$ cat config.mk
export PLATFORM = sky130hd
export DESIGN_NAME = sw_led_debounce
export DESIGN_NICKNAME = d
export VERILOG_FILES = /design/src/rtl/sw_led_debounce.sv
export SDC_FILE = /design/constraint.sdc
export NUM_CORES = 1
export LEC_CHECK = 0
export BUFFER_PORTS_ARGS = -buffer_cell sky130_fd_sc_hd__buf_4
export CORE_MARGIN = 2
export CORE_UTILIZATION = 35
export DETAILED_ROUTE_END_ITERATION = 7
export GPL_ROUTABILITY_DRIVEN = 0
export HOLD_SLACK_MARGIN = 0.02
export PLACE_DENSITY = 0.52
export SLEW_MARGIN = 20
export SYNTH_ARGS = -nofsm -noshare
export SYNTH_HDL_FRONTEND = slang
export SYNTH_SLANG_ARGS = --single-unit
export TNS_END_PERCENT = 100
$ cat constraint.sdc
create_clock -name clk -period 6.3 [get_ports clk]
set_input_delay 1.26 -clock clk [delete_from_list [all_inputs] [get_ports clk]]
set_output_delay 1.26 -clock clk [all_outputs]
set_load 0.02 [all_outputs]
$ cat src/rtl/sw_led_debounce.sv
// ---------------------------------------------------------------------------
// sw_led_debounce
//
// Switch-to-LED front end for the DE2 board. Each raw slide switch is
// synchronised (2 flops), debounced (a level is accepted only after it has
// differed from the stable level for DB_CNT consecutive cycles) and drives
// one red LED. Two extra LEDs show "all switches equal" and "all switches
// on". Clean levels and rising-edge pulses are exported downstream.
//
// Optional feature macro: SW_LED_TOGGLE_EN
//   defined     : mode=1 makes each channel LED flip on every accepted rising
//                 edge; mode=0 makes it follow the switch level.
//   not defined : mode is ignored and channel LEDs always follow the switch.
//
// Parameters
//   NUM_SW  number of switch channels (>= 1)
//   DB_CNT  stable cycles needed to accept a new level (>= 2)
//   CNT_W   debounce counter width, 2**CNT_W >= DB_CNT
//
// Ports
//   clk      in   system clock
//   rst_n    in   asynchronous active-low reset
//   sw       in   [NUM_SW]    raw switches, asynchronous to clk
//   mode     in   1           0 = level mode, 1 = toggle mode
//   led_red  out  [NUM_SW+2]  [NUM_SW-1:0] channel LEDs, [NUM_SW] all-equal,
//                             [NUM_SW+1] all-on (registered)
//   sw_db    out  [NUM_SW]    debounced switch levels (registered)
//   sw_rise  out  [NUM_SW]    one-cycle pulse when sw_db rises (registered)
// ---------------------------------------------------------------------------
module sw_led_debounce #(
    parameter int unsigned NUM_SW = 2,
    parameter int unsigned DB_CNT = 1000000,
    parameter int unsigned CNT_W  = 20
) (
    input  logic              clk,
    input  logic              rst_n,
    input  logic [NUM_SW-1:0] sw,
    input  logic              mode,
    output logic [NUM_SW+1:0] led_red,
    output logic [NUM_SW-1:0] sw_db,
    output logic [NUM_SW-1:0] sw_rise
);

    // Last count value before a differing level is accepted.
    localparam logic [CNT_W-1:0] CNT_LAST = CNT_W'(DB_CNT - 1);

    logic [NUM_SW-1:0] r_s1;
    logic [NUM_SW-1:0] r_s2;
    logic [CNT_W-1:0]  r_cnt [NUM_SW];
    logic [NUM_SW-1:0] r_db;
    logic [NUM_SW-1:0] r_rise;
    logic [NUM_SW+1:0] r_led;

    logic [NUM_SW-1:0] w_diff;
    logic [NUM_SW-1:0] w_done;
    logic [NUM_SW-1:0] w_led_ch;
    logic              w_all_eq;
    logic              w_all_on;

    // Two-flop synchroniser for the asynchronous switch pins.
    always_ff @(posedge clk or negedge rst_n) begin
        if (!rst_n) begin
            r_s1 <= '0;
            r_s2 <= '0;
        end else begin
            r_s1 <= sw;
            r_s2 <= r_s1;
        end
    end

    // Per-channel compare: differing from the stable level, and whether this
    // is the DB_CNT-th consecutive differing cycle.
    always_comb begin
        w_diff = '0;
        w_done = '0;
        for (int i = 0; i < NUM_SW; i++) begin
            w_diff[i] = r_s2[i] ^ r_db[i];
            w_done[i] = w_diff[i] && (r_cnt[i] == CNT_LAST);
        end
    end

    // Debounce counters, stable levels and rising-edge pulses.
    always_ff @(posedge clk or negedge rst_n) begin
        if (!rst_n) begin
            for (int i = 0; i < NUM_SW; i++) begin
                r_cnt[i] <= '0;
            end
            r_db   <= '0;
            r_rise <= '0;
        end else begin
            for (int i = 0; i < NUM_SW; i++) begin
                // Counter saturates by construction: it clears on acceptance.
                if (!w_diff[i] || w_done[i]) begin
                    r_cnt[i] <= '0;
                end else begin
                    r_cnt[i] <= r_cnt[i] + CNT_W'(1);
                end
            end
            // An accepted channel always differs, so flipping it loads s2.
            r_db   <= r_db ^ w_done;
            r_rise <= w_done & r_s2;
        end
    end

`ifdef SW_LED_TOGGLE_EN
    logic [NUM_SW-1:0] r_tgl;

    // Tracks the level in level mode so entering toggle mode causes no jump.
    always_ff @(posedge clk or negedge rst_n) begin
        if (!rst_n) begin
            r_tgl <= '0;
        end else if (mode) begin
            r_tgl <= r_tgl ^ r_rise;
        end else begin
            r_tgl <= r_db;
        end
    end

    assign w_led_ch = mode ? r_tgl : r_db;
`else
    logic w_unused_mode;

    assign w_unused_mode = mode;
    assign w_led_ch      = r_db;
`endif

    // Aggregate indicators from the debounced levels.
    assign w_all_on = &r_db;
    assign w_all_eq = w_all_on | ~(|r_db);

    // LED output register.
    always_ff @(posedge clk or negedge rst_n) begin
        if (!rst_n) begin
            r_led <= '0;
        end else begin
            r_led <= {w_all_on, w_all_eq, w_led_ch};
        end
    end

    assign led_red = r_led;
    assign sw_db   = r_db;
    assign sw_rise = r_rise;

endmodule

==> results.json <==
{
  "status": "finished, final reports clean",
  "synth_edf_count": 0,
  "fill_cells": 652,
  "cp_cell_sequence": "buf_4",
  "cts_sinks": 52,
  "cap_violations": 0,
  "pwr-share-comb": 0.033,
  "vias": 1687,
  "maxSlewHeadroom": 0.569,
  "finalSetupViolCount": 0,
  "grt_setup_unrepaired": "no",
  "root_buffer": "clkbuf_8",
  "p_per_area_nw_per_um2": 218,
  "place_hpwl_um": 2860,
  "first_iter_violations": 98,
  "area_growth_syn_to_layout_pct": 11.5,
  "clockBufferDepth": 2,
  "cts_setup_buffers": 0,
  "crit_type": "reg -> out",
  "utilization": 0.400,
  "hold_slack_ps": 366,
  "switching_share": 0.211,
  "crit_fanout": 6,
  "drive_gt1_frac": 0.125,
  "grt_usage": 0.129,
  "ir_drop_mv": 0.0725,
  "die_x_um": 87,
  "diodes": 0,
  "finalSetupTns_ps": 0,
  "avgSynthCellArea_um2": 10.3,
  "routed_wl_um": 4380,
  "synth_area_leader_cell": "dfrtp_1",
  "grt_start_max_net_pins": 53,
  "drv_slew": 0,
  "tightest_slew_ps": 647,
  "synth_cell_types": 36,
  "worstSkewPairLatency_ps": 300,
  "mappedNetlistArea_um2": 2410,
  "critical_path_required_ps": 5040,
  "crit_path_end_kind": "output port",
  "timing.fmax_mhz": 456,
  "synth_area_leaders": "dfrtp_1 54%, xnor2_1 4.4%, xor2_1 4.4%, nor2_1 4.0%, nand4_1 2.9%",
  "ys.flop_type": "dfrtp_1",
  "cts_tree": "built",
  "p_leak_nw": 1.10,
  "hp-start": "r_s1[0]$_DFF_PN0_",
  "wl_per_cell_um": 13.4,
  "finalCriticalPeriod_ps": 2190,
  "hold_viol": 0,
  "syn-num-nets": 243,
  "drc": 0,
  "io_buffers": 11,
  "fin_nets": 255,
  "grt_first_pass_wirelength_um": 7630,
  "synth_common_cells": "52 x dfrtp_1, 26 x nor2_1, 16 x nand2_1",
  "cp.arrival_ps": 930,
  "finalCritPeriodShare": 0.348,
  "h-tree-depth": 2,
  "num_rows": 30,
  "cp_slowest_cell": "dfrtp_1",
  "dr.pass1.iters": 4,
  "numCtsBuffers": 5,
  "syn_inst": 235,
  "ff2ff_path_depth": 5,
  "whs_path_depth": 0,
  "critPathTopFamily": "flip-flops",
  "core_um2": 6720,
  "cts_resized": 0,
  "grt_pass1_vias": 1569,
  "synth_most_common_cell": "dfrtp_1",
  "critical_path.startpoint_type": "flip-flop",
  "start_util": 0.359,
  "synth_top_area_share": 0.540,
  "hold_class": "reg -> reg",
  "synth_warnings": 0,
  "cts_hold_buffers": 0,
  "final_antenna_net_count": 0,
  "yosysSeqAreaShare": 0.540,
  "max_stage_delay_ps": 450,
  "grt_overflow": 0,
  "rr_startpoint": "r_cnt[0]$_DFF_PN0_",
  "die_y_um": 87,
  "timing.rr.end": "r_cnt[18]$_DFF_PN0_",
  "ios": 13,
  "synthArstFlopShare": 1.00,
  "clkSlewWorstSetupHoldPaths_ps": 90,
  "p_int_uw": 462,
  "p_sw_uw": 124,
  "fin_skew_ps": 7.45,
  "ys_ff_latch": 52,
  "dieArea_um2": 7570,
  "path_buf_inv": 1,
  "seqPwrFrac": 0.584,
  "min_to": "r_s2[0]$_DFF_PN0_",
  "viasPerCell": 5.14,
  "grt_antenna_before_repair": 0,
  "p_clk_frac": 0.384,
  "r2r_setup_slack_ps": 4120
}
==> layer usage <==
metal / global-route usage / part of all wire
met2: 0.186 / 0.41
met5: 0 / 0
met4: 0.0511 / 0.018
met3: 0.0341 / 0.037
met1: 0.184 / 0.53
==> per-stage QoR <==
stage / power, mW / setup slack (ps) / std cells / instance area, µm²
after global placement: 0.368 / 4130 / 320 / 2580
after global routing: 0.610 / 3960 / 328 / 2690
after floorplan: 0.357 / 4310 / 235 / 2410
after CTS: 0.597 / 4080 / 328 / 2690
final: 0.585 / 4110 / 328 / 2690
after detailed placement: 0.368 / 4130 / 320 / 2580
==> power groups by stage <==
stage	clock, mW	combinational (mW)	sequential [mW]
after floorplan	0	0.00905	0.347
after global placement	0	0.0201	0.348
after detailed placement	0	0.0200	0.348
after CTS	0.235	0.0202	0.342
after global routing	0.245	0.0226	0.343
final	0.225	0.0192	0.342
==> cells by family after synthesis <==
kind of cell / after synthesis / share of synthesized area
muxes: 2 / 0.00934
buffers and inverters: 14 / 0.0234
AOI/OAI and AO/OA: 29 / 0.0742
adders and majority gates: 3 / 0.0156
DFF: 52 / 0.540
and+or+nand+nor: 111 / 0.251
xor gates and xnor gates: 24 / 0.0872
==> sequential cells by signal, summed over array words and instances, names as in the netlist, named ones only <==
name / flops
r_cnt: 40
led_red: 4
r_s1: 2
r_s2: 2
sw_rise: 2
==> cell usage in the layout, fill, tap and decap left out, types with 2 or more instances in the layout <==
master and n:
o31ai_1 5, a21oi_1 12, or2_2 2, and2_1 2, nor4_1 5, nand3_1 11, o21ai_0 7, mux2_2 2
and4_1 3, dfrtp_1 52, inv_1 6, nor3_1 5, nand4_1 11, or4_1 5, and3_1 6, nand2_1 16
or3_1 9, nor4b_1 2, o31ai_2 2, xnor2_1 12, clkbuf_8 5, xor2_1 12, nor2_1 26, ha_1 3
buf_4 13
==> worst max path at each step <==
stage | to | slack, ps | cells past startpoint
floorplan | r_cnt[18]$_DFF_PN0_ | 4310 | 6
global placement | r_cnt[35]$_DFF_PN0_ | 4130 | 6
detailed placement | r_cnt[37]$_DFF_PN0_ | 4130 | 6
CTS | sw_db[0] | 4080 | 1
global route | r_cnt[34]$_DFF_PN0_ | 3960 | 6
finish | sw_db[0] | 4110 | 1
==> final cells by class <==
class                           count  area (µm²)  area share
Tap cell                           80         100      0.0372
Inverter                            6        22.5     0.00838
Clock buffer                        6        72.6      0.0270
Timing Repair Buffer               13        97.6      0.0363
Multi-Input combinational cell    169        1060       0.394
Sequential cell                    52        1300       0.484
Clock inverter                      2        35.0      0.0130
(Power assumes the default switching activity.)
